`src/rtl/rom_arb_pkg.sv`:
```
// Shared definitions for the two-port ROM arbiter: port ids, read tag, defaults.
package rom_arb_pkg;

  localparam logic PORT_A = 1'b0;
  localparam logic PORT_B = 1'b1;

  localparam int DEF_STARVE_LIMIT = 4;

  // Travels with each issued read so the returned byte reaches its requester.
  typedef struct packed {
    logic valid;
    logic port;
  } tag_t;

endpackage

```
`src/rtl/rom_arb_grant.sv`:
```
// Fixed-priority grant (A over B) with a starvation counter that lets B win
// once it has been stalled STARVE_LIMIT consecutive cycles.
module rom_arb_grant #(
  parameter int STARVE_LIMIT = 4
) (
  input  logic       clk_i,
  input  logic       rst_ni,
  input  logic       a_valid_i,
  input  logic       b_valid_i,
  output logic       a_ready_o,
  output logic       b_ready_o,
  output logic       starve_o,
  output logic [3:0] starve_cnt_o
);

  localparam logic [3:0] LIMIT = 4'(STARVE_LIMIT);

  logic [3:0] cnt_q;
  logic [3:0] cnt_d;

  // Grants are combinational; b_ready only looks at a_ready, never the reverse.
  always_comb begin
    starve_o  = (cnt_q >= LIMIT);
    a_ready_o = a_valid_i && !(b_valid_i && starve_o);
    b_ready_o = b_valid_i && !a_ready_o;
  end

  // Count consecutive stalled B cycles; clear when B is idle or accepted.
  always_comb begin
    cnt_d = cnt_q;
    if (!b_valid_i || b_ready_o) begin
      cnt_d = 4'd0;
    end else if (cnt_q != 4'hF) begin
      cnt_d = cnt_q + 4'd1;
    end
  end

  // Starvation counter register.
  always_ff @(posedge clk_i or negedge rst_ni) begin
    if (!rst_ni) begin
      cnt_q <= 4'd0;
    end else begin
      cnt_q <= cnt_d;
    end
  end

  assign starve_cnt_o = cnt_q;

endmodule

```
`src/rtl/rom_arbiter.sv`:
```
// Shares one registered-read ROM between a CPU port (A, high priority) and a
// video port (B, low priority). Reads are tagged at issue and the tag follows
// the ROM's one-cycle latency so each byte returns to the port that asked.
//
// Handshake: a request is accepted on the rising edge where X_valid && X_ready
// are both high; the requester holds valid and addr stable until then. Data
// comes back as a one-cycle X_rvalid pulse two cycles after the accept edge,
// with X_rdata holding the value until the next pulse.
module rom_arbiter
  import rom_arb_pkg::*;
#(
  parameter int AW           = 16,
  parameter int DW           = 8,
  parameter int STARVE_LIMIT = DEF_STARVE_LIMIT
) (
  input  logic          clock,
  input  logic          reset_n,
  input  logic          a_valid,
  input  logic [AW-1:0] a_addr,
  output logic          a_ready,
  output logic          a_rvalid,
  output logic [DW-1:0] a_rdata,
  input  logic          b_valid,
  input  logic [AW-1:0] b_addr,
  output logic          b_ready,
  output logic          b_rvalid,
  output logic [DW-1:0] b_rdata,
  output logic          rom_ce,
  output logic [AW-1:0] rom_address,
  input  logic [DW-1:0] rom_q
);

  logic          starve;
  logic [3:0]    starve_cnt;

  logic          rom_ce_q,      rom_ce_d;
  logic [AW-1:0] rom_address_q, rom_address_d;
  tag_t          tag1_q,        tag1_d;
  tag_t          tag2_q,        tag2_d;
  logic          a_rvalid_q,    a_rvalid_d;
  logic [DW-1:0] a_rdata_q,     a_rdata_d;
  logic          b_rvalid_q,    b_rvalid_d;
  logic [DW-1:0] b_rdata_q,     b_rdata_d;

  rom_arb_grant #(
    .STARVE_LIMIT (STARVE_LIMIT)
  ) u_grant (
    .clk_i        (clock),
    .rst_ni       (reset_n),
    .a_valid_i    (a_valid),
    .b_valid_i    (b_valid),
    .a_ready_o    (a_ready),
    .b_ready_o    (b_ready),
    .starve_o     (starve),
    .starve_cnt_o (starve_cnt)
  );

  // Issue, tag shift and return routing; rom_ce drops on idle cycles so the
  // ROM output stays put.
  always_comb begin
    rom_ce_d      = a_ready || b_ready;
    rom_address_d = rom_address_q;
    if (a_ready) begin
      rom_address_d = a_addr;
    end else if (b_ready) begin
      rom_address_d = b_addr;
    end
    tag1_d.valid = a_ready || b_ready;
    tag1_d.port  = b_ready ? PORT_B : PORT_A;
    tag2_d       = tag1_q;

    a_rvalid_d = tag2_q.valid && (tag2_q.port == PORT_A);
    b_rvalid_d = tag2_q.valid && (tag2_q.port == PORT_B);
    a_rdata_d  = a_rvalid_d ? rom_q : a_rdata_q;
    b_rdata_d  = b_rvalid_d ? rom_q : b_rdata_q;
  end

  // Pipeline registers; reset discards any in-flight tags.
  always_ff @(posedge clock or negedge reset_n) begin
    if (!reset_n) begin
      rom_ce_q      <= 1'b0;
      rom_address_q <= '0;
      tag1_q        <= '0;
      tag2_q        <= '0;
      a_rvalid_q    <= 1'b0;
      a_rdata_q     <= '0;
      b_rvalid_q    <= 1'b0;
      b_rdata_q     <= '0;
    end else begin
      rom_ce_q      <= rom_ce_d;
      rom_address_q <= rom_address_d;
      tag1_q        <= tag1_d;
      tag2_q        <= tag2_d;
      a_rvalid_q    <= a_rvalid_d;
      a_rdata_q     <= a_rdata_d;
      b_rvalid_q    <= b_rvalid_d;
      b_rdata_q     <= b_rdata_d;
    end
  end

  assign rom_ce      = rom_ce_q;
  assign rom_address = rom_address_q;
  assign a_rvalid    = a_rvalid_q;
  assign a_rdata     = a_rdata_q;
  assign b_rvalid    = b_rvalid_q;
  assign b_rdata     = b_rdata_q;

endmodule

```
`config.mk`:
```
export PLATFORM = sky130hd
export DESIGN_NAME = rom_arbiter
export DESIGN_NICKNAME = d
export VERILOG_FILES = /design/src/rtl/rom_arb_pkg.sv /design/src/rtl/rom_arb_grant.sv /design/src/rtl/rom_arbiter.sv
export SDC_FILE = /design/constraint.sdc
export NUM_CORES = 1
export LEC_CHECK = 0
export CAP_MARGIN = 15
export CORE_MARGIN = 3
export CORE_UTILIZATION = 43
export DETAILED_ROUTE_END_ITERATION = 6
export GPL_TIMING_DRIVEN = 0
export PLACE_DENSITY = 0.85
export SLEW_MARGIN = 20
export SYNTH_ARGS = -nofsm -noshare
export SYNTH_HDL_FRONTEND = slang
export SYNTH_SLANG_ARGS = --single-unit
```
`constraint.sdc`:
```
create_clock -name clock -period 3.58 [get_ports clock]
set_input_delay 0.716 -clock clock [delete_from_list [all_inputs] [get_ports clock]]
set_output_delay 0.716 -clock clock [all_outputs]
set_load 0.05 [all_outputs]
```
---- Word level (Yosys, flattened, before mapping) ----
Cells that the tools add are included.
storage, ports and cells
  bits of input ports ..................... 44
  bits in registers ....................... 42
  output and inout bits ................... 37
operators by class
  magnitude comparators ................... 1
  bitwise logic cells ..................... 1
  equality and inequality tests ........... 1
  reduce and logical (&&, ||, !) cells .... 12
  muxes and demuxes ....................... 5
  add/sub/neg operators ................... 1
operators by type and width
  cell                                                  number
  two-way mux 16 bit                                    2
  two-way mux 4 bit                                     2
  logical AND 1 bit                                     5
  adder 4 x 1 -> 4 bit (second input constant)          1
  >= comparator 4 x 3 -> 1 bit (second input constant)  1
  != test 4 bit (second input constant)                 1
  nonzero test 2 bit                                    2
  logical NOT 1 bit                                     3
  logical OR 1 bit                                      2
  two-way mux 1 bit                                     1
  inverter 1 bit                                        1

---- Longest topological paths before layout ----
  depth after elaboration ................. 8
  gate-level depth with buffers ........... 6

---- By module ----
From an unflattened synthesis, not the netlist that was laid out.
second synthesis, totals
  cell total of the unflattened synthesis .. 128
  area total of the unflattened synthesis .. 1,711.6 µm²
modules (own cells, without submodules)
  module         area each (µm²)  sequential area each (µm²)  times used  cells each
  rom_arbiter    1,544.0          950.9                       1           112
  rom_arb_grant  167.7            100.1                       1           16

---- Worst setup path after synthesis ----
Ideal clock, no wire load.
  kind .................................... in2out
  from .................................... input port b_valid
  to ...................................... output port a_ready
  stages on the path ...................... 3
  slack ................................... 1.302 ns
  arrival ................................. 1.562 ns
  cells stage by stage .................... o21ai_1 > clkbuf_1 > and2_1
between the ends
  longest elaborated chain between the ends .. 3
RTL lines
  item               line                 text
  from (decl)        rom_arbiter.sv:23    input logic b_valid,
  logical AND 1 bit  rom_arb_grant.sv:24  a_ready_o = a_valid_i && !(b_valid_i && starve_o);
  logical NOT 1 bit  rom_arb_grant.sv:24
  logical AND 1 bit  rom_arb_grant.sv:24
  to (decl)          rom_arbiter.sv:20    output logic a_ready,
No other way between the ends.

---- Worst setup path after layout ----
  from .................................... input port b_valid
  to ...................................... output port b_ready
between the ends
  longest elaborated chain between the ends .. 5
RTL lines
  item                 line                 text
  logical AND 1 bit    rom_arb_grant.sv:24
  logical NOT 1 bit    rom_arb_grant.sv:24
  logical AND 1 bit    rom_arb_grant.sv:24
  logical NOT 1 bit    rom_arb_grant.sv:25  b_ready_o = b_valid_i && !a_ready_o;
  logical AND 1 bit *  rom_arb_grant.sv:25
  to (decl)            rom_arbiter.sv:25    output logic b_ready,
Mark *: on every way between the ends. The rest lies on a longest branch, timed or not.

==> results by group <==
Clock tree
  • Hold_buf cts: 0
  • Root buf cell: clkbuf_8
  • CTS Sinks: 42
  • Max clock buf depth: 2
  • TritonCTS clock tree: done
  • H-tree Lvls: 2
  • Reg clk slew, reported paths: 0.08 ns
  • Total CTS buffers: 5
  • Clock Latency Late Sink: 0.29 ns

Floorplan
  • IO Count: 81
  • Die width: 67.6 µm
  • Site Rows: 21
  • Area of the core: 3490 µm²
  • Die Y: 67.6 µm
  • Initial Util: 0.468
  • Full die area: 4580 µm²

Timing
  • Worst slew pin tran: 0.540 ns
  • Fin crit period: 3.24 ns
  • Setup TNS: 0 ns
  • Fin crit share: 0.906
  • Fin. Hold Viols: 0
  • Relative slew slack: 0.639
  • Slew Limit Fails: 0
  • RSZ-0062 raised after global routing: no
  • Setup violations, final: 0
  • Hold WS: 0.278 ns
  • Clk_skew: 0.00457 ns
  • Max Freq: 308 MHz
  • Worst Setup Slack, final: 0.335 ns

Critical path
  • Max incr delay on CP: 0.81 ns
  • Critical path arrival: 2.53 ns
  • Setup Crit Path Kind: in -> out
  • Crit path cell chain: clkdlybuf4s50_1 -> nor2b_2 -> buf_6 -> buf_6 -> clkdlybuf4s50_1
  • Crit end category: output port
  • Crit Path Max Fanout: 11
  • Reg2reg setup slack: 2.00 ns
  • Crit start category: input port
  • Critical Path RT: 2.86 ns
  • CP max stage cell: clkdlybuf4s50_1

Drt
  • Vias: 1266
  • Post-route antenna net violation count: 0
  • WL per Instance: 16.4 µm
  • DR iter-0 viols: 71
  • Routed WL: 4.03 mm
  • DRT Pass-1 Iters: 4
  • DR vias/cell: 5.15
  • Residual DRC: 0

Cells and area
  • Antenna cell count: 0
  • Design Area, Final: 2590 µm²
  • Final Util: 0.743
  • Synth-to-Final Area Change: 58.8%
  • Share of layout cells above drive strength 1: 0.160
  • Nets: 244
  • Finished Layout Cells: 246

Power and ir drop
  • Final Power: 1.30 mW
  • Clk pwr share: 0.245
  • Int Power: 853 µW
  • Comb power frac: 0.328
  • Leakage power: 1.16 nW
  • Psw: 442 µW
  • Switching Share: 0.341
  • Cell Pwr Density: 499 nW/µm²
  • Maximum VDD drop: 0.239 mV
  • Seq pwr share: 0.428

GRT
  • Largest net degree at the start of global routing: 34
  • Number of global-route vias before repair: 1351
  • Initial antenna violation count: 0
  • GRT Total Usage: 0.186
  • Congestion Overflow GR: 0
  • First-pass GRT wire length: 6.14 mm

Min path
  • Hold Crit Class: in -> async

Logic synthesis
  • Unique masters post-synth: 18
  • Area of the mapped netlist: 1630 µm²
  • Synth warnings: 0
  • Register bit total from synthesis: 42
  • Area leader, netlist: dfrtp_1
  • Sequential element share of the synthesized area: 0.643
  • Mapped Nets: 157
  • Cells after Synth: 112
  • Ranking of synthesized cells by area: dfrtp_1, mux2_2, a221o_1
  • Syn avg cell area: 14.6 µm²
  • Top-area cell type share of the netlist area: 0.643

Placed design
  • Placed wire-length estimate: 3.00 mm
  • Place WS: 0.0524 ns
  • Port bufs: 79
  • GPL Wtd Cong: 0.734
  • Placed cells: 238
  • Post-Place Cell Area: 2500 µm²

Run
  • Max-cap violations: 0

Status
  • Status: finished clean
-- metal layers --
metal  vias up  global-route usage  routed length (µm)  share of wire
li1        586                   -                   -              -
met3         9              0.0732                 394          0.098
met4         0              0.0810                  90          0.022
met2        74               0.309                1920           0.48
met5         -                   0                   0              0
met1       597               0.211                1630           0.40
-- sequential cells by signal, indices dropped and copies added (netlist names) --
| name | count |
|---|---|
| rom_address | 16 |
| a_rdata | 8 |
| b_rdata | 8 |
| u_grant.starve_cnt_o | 4 |
| tag1_q | 2 |
| tag2_q | 2 |
| a_rvalid | 1 |
| b_rvalid | 1 |
-- worst max-delay path: cells and delay by family --
kind	cells	cell delay, ns
buffers and inverters	4	1.62
AND/OR/NAND/NOR	1	0.18
-- power by group through the flow --
| stage | registers [mW] | logic, mW | clock network [mW] |
|---|---|---|---|
| after CTS | 0.554 | 0.428 | 0.325 |
| after floorplan | 0.731 | 0.0773 | 0 |
| final | 0.554 | 0.425 | 0.317 |
| after detailed placement | 0.562 | 0.427 | 0 |
| after global routing | 0.559 | 0.444 | 0.347 |
| after global placement | 0.560 | 0.418 | 0 |
-- what timing repair did --
action | 4_1_cts | 5_1_grt
setup buffers | 0 | 0
endpoints found under the setup margin | 0 | 1
gates resized for setup | 0 | 1
-- layout make-up --
| type | instances | area, µm² |
|---|---|---|
| sequential | 42 | 1050 |
| fill | 233 | 900 |
| timing repair buffer | 80 | 808 |
| multi-input combinational | 61 | 529 |
| clock buffer | 6 | 82.6 |
| tap | 46 | 57.6 |
| buffer | 7 | 46.3 |
| clock inverter | 2 | 12.5 |
| inverter | 2 | 7.51 |
-- cells in the mapped netlist --
master    instances
dfrtp_1          42
and3_1           18
a221o_1          16
mux2_2           16
clkbuf_1          3
buf_6             2
inv_1             2
nand2_1           2
nor2_1            2
and2_1            1
buf_2             1
buf_4             1
conb_1            1
ha_1              1
nor2b_1           1
nor2b_2           1
nor3b_4           1
o21ai_1           1
-- cell usage in the layout (no fill, tap or decap), types with 2 or more instances in the layout --
cell type        Yosys  final
buf_6                2      2
nor2_1               2      2
mux2_2              16     16
inv_1                2      2
clkbuf_1             3      3
a221o_1             16     16
clkdlybuf4s50_1      0     77
and3_1              18     18
clkbuf_8             0      6
dfrtp_1             42     42
buf_2                1      2
nand2_1              2      2
-- worst paths after layout --
path,start,to,cells after the start
worst max-delay path,b_valid,b_ready,5
max in group asynchronous,reset_n,b_rdata[6],2
min in group clock,tag1_q[0],tag2_q[0],0
worst min-delay path,reset_n,rom_address[5],1
worst max register to register,u_grant.starve_cnt_o[3],rom_address[2],4
worst min register to register,tag1_q[0],tag2_q[0],0
-- logic make-up after synthesis --
logic type | after synthesis | synth area share
compound gates | 17 | 0.101
flops | 42 | 0.643
buf+inv | 9 | 0.0329
simple gates | 26 | 0.103
other cells | 1 | 0.00229
fa+ha+maj | 1 | 0.00766
mux | 16 | 0.110
Power figures use the tool's default switching activity.
